## src/rtl/multi_channel_clock_divider.sv

```systemverilog
// NUM_CH independent 50%-duty clock dividers with per-channel tick strobes and shadowed divisors.
// Define CLKDIV_IMMEDIATE_LOAD_EN to make a divisor load restart that channel's period at once.
module multi_channel_clock_divider #(
  parameter int              CNT_W       = 32,
  parameter int              NUM_CH      = 4,
  parameter logic [CNT_W-1:0] DEFAULT_DIV = CNT_W'(25000000)
) (
  input  logic              clk,
  input  logic              reset,
  input  logic              enable,
  input  logic              div_load,
  input  logic [3:0]        div_ch,
  input  logic [CNT_W-1:0]  div_value,
  input  logic              sync_clear,
  output logic [NUM_CH-1:0] clock_div,
  output logic [NUM_CH-1:0] tick
);

  logic [NUM_CH-1:0][CNT_W-1:0] r_cnt;
  logic [NUM_CH-1:0][CNT_W-1:0] r_act;
  logic [NUM_CH-1:0][CNT_W-1:0] r_shd;
  logic [NUM_CH-1:0]            r_clk_div;
  logic [NUM_CH-1:0]            r_tick;

  logic [NUM_CH-1:0][CNT_W-1:0] w_cnt_nxt;
  logic [NUM_CH-1:0][CNT_W-1:0] w_act_nxt;
  logic [NUM_CH-1:0][CNT_W-1:0] w_shd_nxt;
  logic [NUM_CH-1:0]            w_clk_div_nxt;
  logic [NUM_CH-1:0]            w_tick_nxt;
  logic [NUM_CH-1:0]            w_load_hit;
  logic [NUM_CH-1:0]            w_wrap;

  // div_load is a fire-and-forget strobe: sampled on one edge, no valid/ready or ack,
  // accepted every cycle; an out-of-range div_ch matches no channel and is dropped.
  always_comb begin
    for (int i = 0; i < NUM_CH; i++) begin
      w_load_hit[i] = div_load && (div_ch == 4'(i));
      // >= rather than == so a divisor lowered below the count wraps next cycle
      w_wrap[i]     = (r_cnt[i] >= r_act[i]);
    end
  end

  always_comb begin
    for (int i = 0; i < NUM_CH; i++) begin
      w_cnt_nxt[i]     = r_cnt[i];
      w_act_nxt[i]     = r_act[i];
      w_shd_nxt[i]     = w_load_hit[i] ? div_value : r_shd[i];
      w_clk_div_nxt[i] = r_clk_div[i];
      w_tick_nxt[i]    = 1'b0;

      if (sync_clear) begin
        w_cnt_nxt[i]     = '0;
        w_clk_div_nxt[i] = 1'b0;
      end else if (!enable) begin
        // keep act tracking shd so a divisor loaded while paused is live on resume
        w_act_nxt[i] = r_shd[i];
      end else if (w_wrap[i]) begin
        w_cnt_nxt[i]     = '0;
        w_clk_div_nxt[i] = ~r_clk_div[i];
        w_tick_nxt[i]    = 1'b1;
        w_act_nxt[i]     = w_load_hit[i] ? div_value : r_shd[i];
      end else begin
        w_cnt_nxt[i] = r_cnt[i] + CNT_W'(1);
      end

`ifdef CLKDIV_IMMEDIATE_LOAD_EN
      // restart the period now; output level is held, so one phase may be short
      if (!sync_clear && w_load_hit[i]) begin
        w_cnt_nxt[i]     = '0;
        w_act_nxt[i]     = div_value;
        w_clk_div_nxt[i] = r_clk_div[i];
        w_tick_nxt[i]    = 1'b0;
      end
`endif
    end
  end

  always_ff @(posedge clk or negedge reset) begin
    if (!reset) begin
      for (int i = 0; i < NUM_CH; i++) begin
        r_cnt[i] <= '0;
        r_act[i] <= DEFAULT_DIV;
        r_shd[i] <= DEFAULT_DIV;
      end
      r_clk_div <= '0;
      r_tick    <= '0;
    end else begin
      r_cnt     <= w_cnt_nxt;
      r_act     <= w_act_nxt;
      r_shd     <= w_shd_nxt;
      r_clk_div <= w_clk_div_nxt;
      r_tick    <= w_tick_nxt;
    end
  end

  assign clock_div = r_clk_div;
  assign tick      = r_tick;

endmodule

```

## config.mk

```make
export PLATFORM = sky130hd
export DESIGN_NAME = multi_channel_clock_divider
export DESIGN_NICKNAME = d
export VERILOG_FILES = /design/src/rtl/multi_channel_clock_divider.sv
export SDC_FILE = /design/constraint.sdc
export NUM_CORES = 1
export LEC_CHECK = 0
export CAP_MARGIN = 30
export CORE_UTILIZATION = 58
export DETAILED_ROUTE_END_ITERATION = 10
export PLACE_DENSITY = 0.76
export RECOVER_POWER = 100
export SETUP_SLACK_MARGIN = 0.1
export SYNTH_ARGS = -nofsm -noshare
export SYNTH_HDL_FRONTEND = slang
export SYNTH_SLANG_ARGS = --single-unit
```

## constraint.sdc

```tcl
create_clock -name clk -period 3.55 [get_ports clk]
set_input_delay 0.355 -clock clk [delete_from_list [all_inputs] [get_ports clk]]
set_output_delay 0.355 -clock clk [all_outputs]
set_load 0.1 [all_outputs]
```

==> impl_metrics.tcl, run 1 <==
set metrics [dict create \
    status "complete, but fails checks" \
    violations "capacitance limit, slew limit" \
    crit_buf_inv 3 \
    synthCells 2048 \
    swShare 0.268 \
    max_stage_delay_ns 0.53 \
    initial_core_util 0.591 \
    firstDrtPassIters 5 \
    maxSlewHeadroom -0.698 \
    tns_ns 0 \
    rows 69 \
    r2r-start "r_act[14]" \
    maxSlewViolCount 118 \
    min_path_type "input port to flip-flop" \
    fin_area_mm2 0.0235 \
    ys_ff_latch 392 \
    crit_slowest_cell "dfstp_2" \
    crit_type "flip-flop to flip-flop" \
    path_delay_family "buffers and inverters" \
    synth.cell_area_mm2 0.0210 \
    mostFrequentLayoutCells "dfrtp_1, inv_1, nand2_1" \
    cts.path.max_buffers 3 \
    cts_tree "done" \
    maxCapViolCount 2 \
    fmax_mhz 311 \
    final_common_cell "dfrtp_1" \
    ant_nets 0 \
    num_io_pins 49 \
    clock-sinks 392 \
    cts_hold_buffers 1 \
    fp.coreArea_mm2 0.0356 \
    yosysUniqueCellTypes 64 \
    first_global_vias 16400 \
    ys_warn_count 0 \
    p_int_w 0.00892 \
    r2r-end "r_act[24]" \
    port_buffers 48 \
    syn-mean-instance-area_um2 10.3 \
    worst_skew_pair.late_latency_ns 0.56 \
    hpwl_um 35800 \
    powerDensity_mw_per_mm2 519 \
    wl_per_cell_um 21.0 \
    grt_max_degree 90 \
    wirelength_um 54100 \
    vias_per_cell 6.27 \
    whs_endpoint "clock_div[2]" \
    worstMarginPinSlew_ns 2.55 \
    cts_root_buf "clkbuf_16" \
    ctsResizeCount 0 \
    fin_nets 2255 \
    synth_edf_count 0 \
    grt_pass1_wl_um 87600 \
    drc 0 \
    setup_viol 0 \
    post_cts_buffers 0 \
    area_delta_synth_final_pct 12.0 \
    grt_usage 0.303 \
    ys.flop_type "dfrtp_1" \
    ys_async_sr_fraction 1.00 \
    fill_cells 2730 \
    drt_iter0_markers 1237 \
    ir_drop_mv 0.355 \
    hold-path-cell-count 2 \
    p_switching_w 0.00327 \
    final.min_clock_period_ns 3.21 \
    drive_gt1_frac 0.134 \
    reg2reg_slack_ns 0.34 \
    clk_pin_slew_worst_paths_ns 0.06 \
    register_area_mm2 0.00993 \
    reg2regPathDepth 10 \
    pwr-share-seq 0.461 \
    die_x_um 192 \
    crit_fanout 18 \
    power.total_w 0.0122 \
    htreeDepth 2 \
    place_congestion 0.899 \
    via_count 16200 \
    synth_nets 2221 \
    p_leak_nw 11.4 \
    finalClockSkew_ns 0.0166 \
    cp-start-kind "flip-flop" \
    p_clk_frac 0.380 \
    multi_input_area_mm2 0.00999 \
    rsz0062_at_grt "false" \
    antenna_found_initial 3 \
    cp_data_arrival_time_ns 3.70 \
    cp.required_ns 4.04 \
    cts_made_buffers 42 \
    power.share.combinational 0.159 \
    die_h_um 192 \
    critPathCaptureType "flip-flop" \
    placed_cell_area_mm2 0.0221 \
    grt_overflow 0 \
    period_share 0.905 \
    cp_common_cell "clkbuf_2" \
    min_from "sync_clear" \
    yosysSeqAreaShare 0.473 \
    hold_viol_final 0 \
    dieArea_mm2 0.0370 \
    worstPathCellList "inv_1, ha_1, nand4_1, or3_1, o41ai_1, o211ai_1, clkbuf_2, nand2_1, clkbuf_2, a41o_1" \
]
## worst max-delay path by stage
stage                     slack, ns  depth (start not counted)         end        from
after floorplan                0.89                         10  r_cnt[115]   r_cnt[96]
after detailed placement       0.60                          9  r_cnt[125]  r_act[117]
after global routing           0.22                         10   r_act[24]   r_act[14]
after CTS                      0.56                          9  r_cnt[108]  r_cnt[126]
after global placement         0.65                          9  r_cnt[115]  r_act[117]
final                          0.34                         10   r_act[24]   r_act[14]
## power groups by stage
stage / clock network, W / registers (W) / logic, W
after floorplan: 0 / 0.00559 / 0.00137
after global placement: 0 / 0.00565 / 0.00184
after detailed placement: 0 / 0.00569 / 0.00194
after CTS: 0.00469 / 0.00562 / 0.00196
after global routing: 0.00488 / 0.00570 / 0.00217
final: 0.00464 / 0.00563 / 0.00194
## through the flow
step / util / setup slack, ns / hold slack, ns / std cells
finish: 0.661 / 0.338 / 0.253 / 2579
detailed placement: 0.622 / 0.597 / 0.449 / 2498
CTS: 0.664 / 0.557 / 0.229 / 2577
global route: 0.661 / 0.217 / 0.251 / 2577
global placement: 0.622 / 0.651 / 0.443 / 2498
floorplan: - / 0.887 / 0.0594 / 2048
## synthesized netlist by cell type, types with 59 or more instances
master | n | area [um2]
dfrtp_1 | 296 | 7410
inv_1 | 176 | 661
nand2_1 | 158 | 593
ha_1 | 132 | 1650
nor2_1 | 121 | 454
nor3_1 | 100 | 500
mux2_2 | 99 | 1110
dfstp_2 | 96 | 2520
o21ai_0 | 90 | 450
clkbuf_1 | 85 | 319
a41o_1 | 64 | 641
mux2i_1 | 64 | 641
xor2_1 | 63 | 552
a21oi_1 | 59 | 295
nand3_1 | 59 | 295
## cell families after synthesis
group                    synth area share
AND/OR/NAND/NOR                     0.146
AO/OA/AOI/OAI                       0.131
adder cells (fa/ha/maj)            0.0786
XOR/XNOR                           0.0359
buffers and inverters              0.0526
flip-flops                          0.473
multiplexers                       0.0836
## final cells by class
cell class,count,area share
Timing Repair Buffer,100,0.0380
Clock inverter,13,0.00713
Inverter,177,0.0282
Tap cell,461,0.0245
Sequential cell,392,0.422
Clock buffer,65,0.0549
Multi-Input combinational cell,1369,0.425
Antenna cell,2,0.000213
## worst register-to-register path: stages, from the launching register on
cell	delay, ns
dfstp_2	0.53
inv_1	0.07
ha_1	0.29
nand4_1	0.10
or3_1	0.39
o41ai_1	0.37
o211ai_1	0.18
clkbuf_2	0.37
nand2_1	0.20
clkbuf_2	0.39
a41o_1	0.25
## state kept, by name, indices dropped and copies added (netlist names)
register   cells
r_cnt        128
tick           4
r_shd        128
clock_div      4
r_act        128
## metal layers
metal	global-route usage	wire [um]	share of wire	up-vias
met5	0	0	0	-
met4	0.124	1970	0.036	0
met3	0.0384	2990	0.055	110
met2	0.504	26200	0.48	453
met1	0.403	22900	0.42	8159
li1	-	-	-	7461
Note: power is estimated with default switching activity, not from simulation.
==> run 2: changes to the inputs <==
--- a/constraint.sdc
+++ b/constraint.sdc
@@ -3,2 +3,2 @@
 set_output_delay 0.355 -clock clk [all_outputs]
-set_load 0.1 [all_outputs]
+set_load 0.02 [all_outputs]
==> results of run 2 <==
The final DEF is identical to that of run 1. Status: complete, but fails checks: capacitance limit, slew limit.
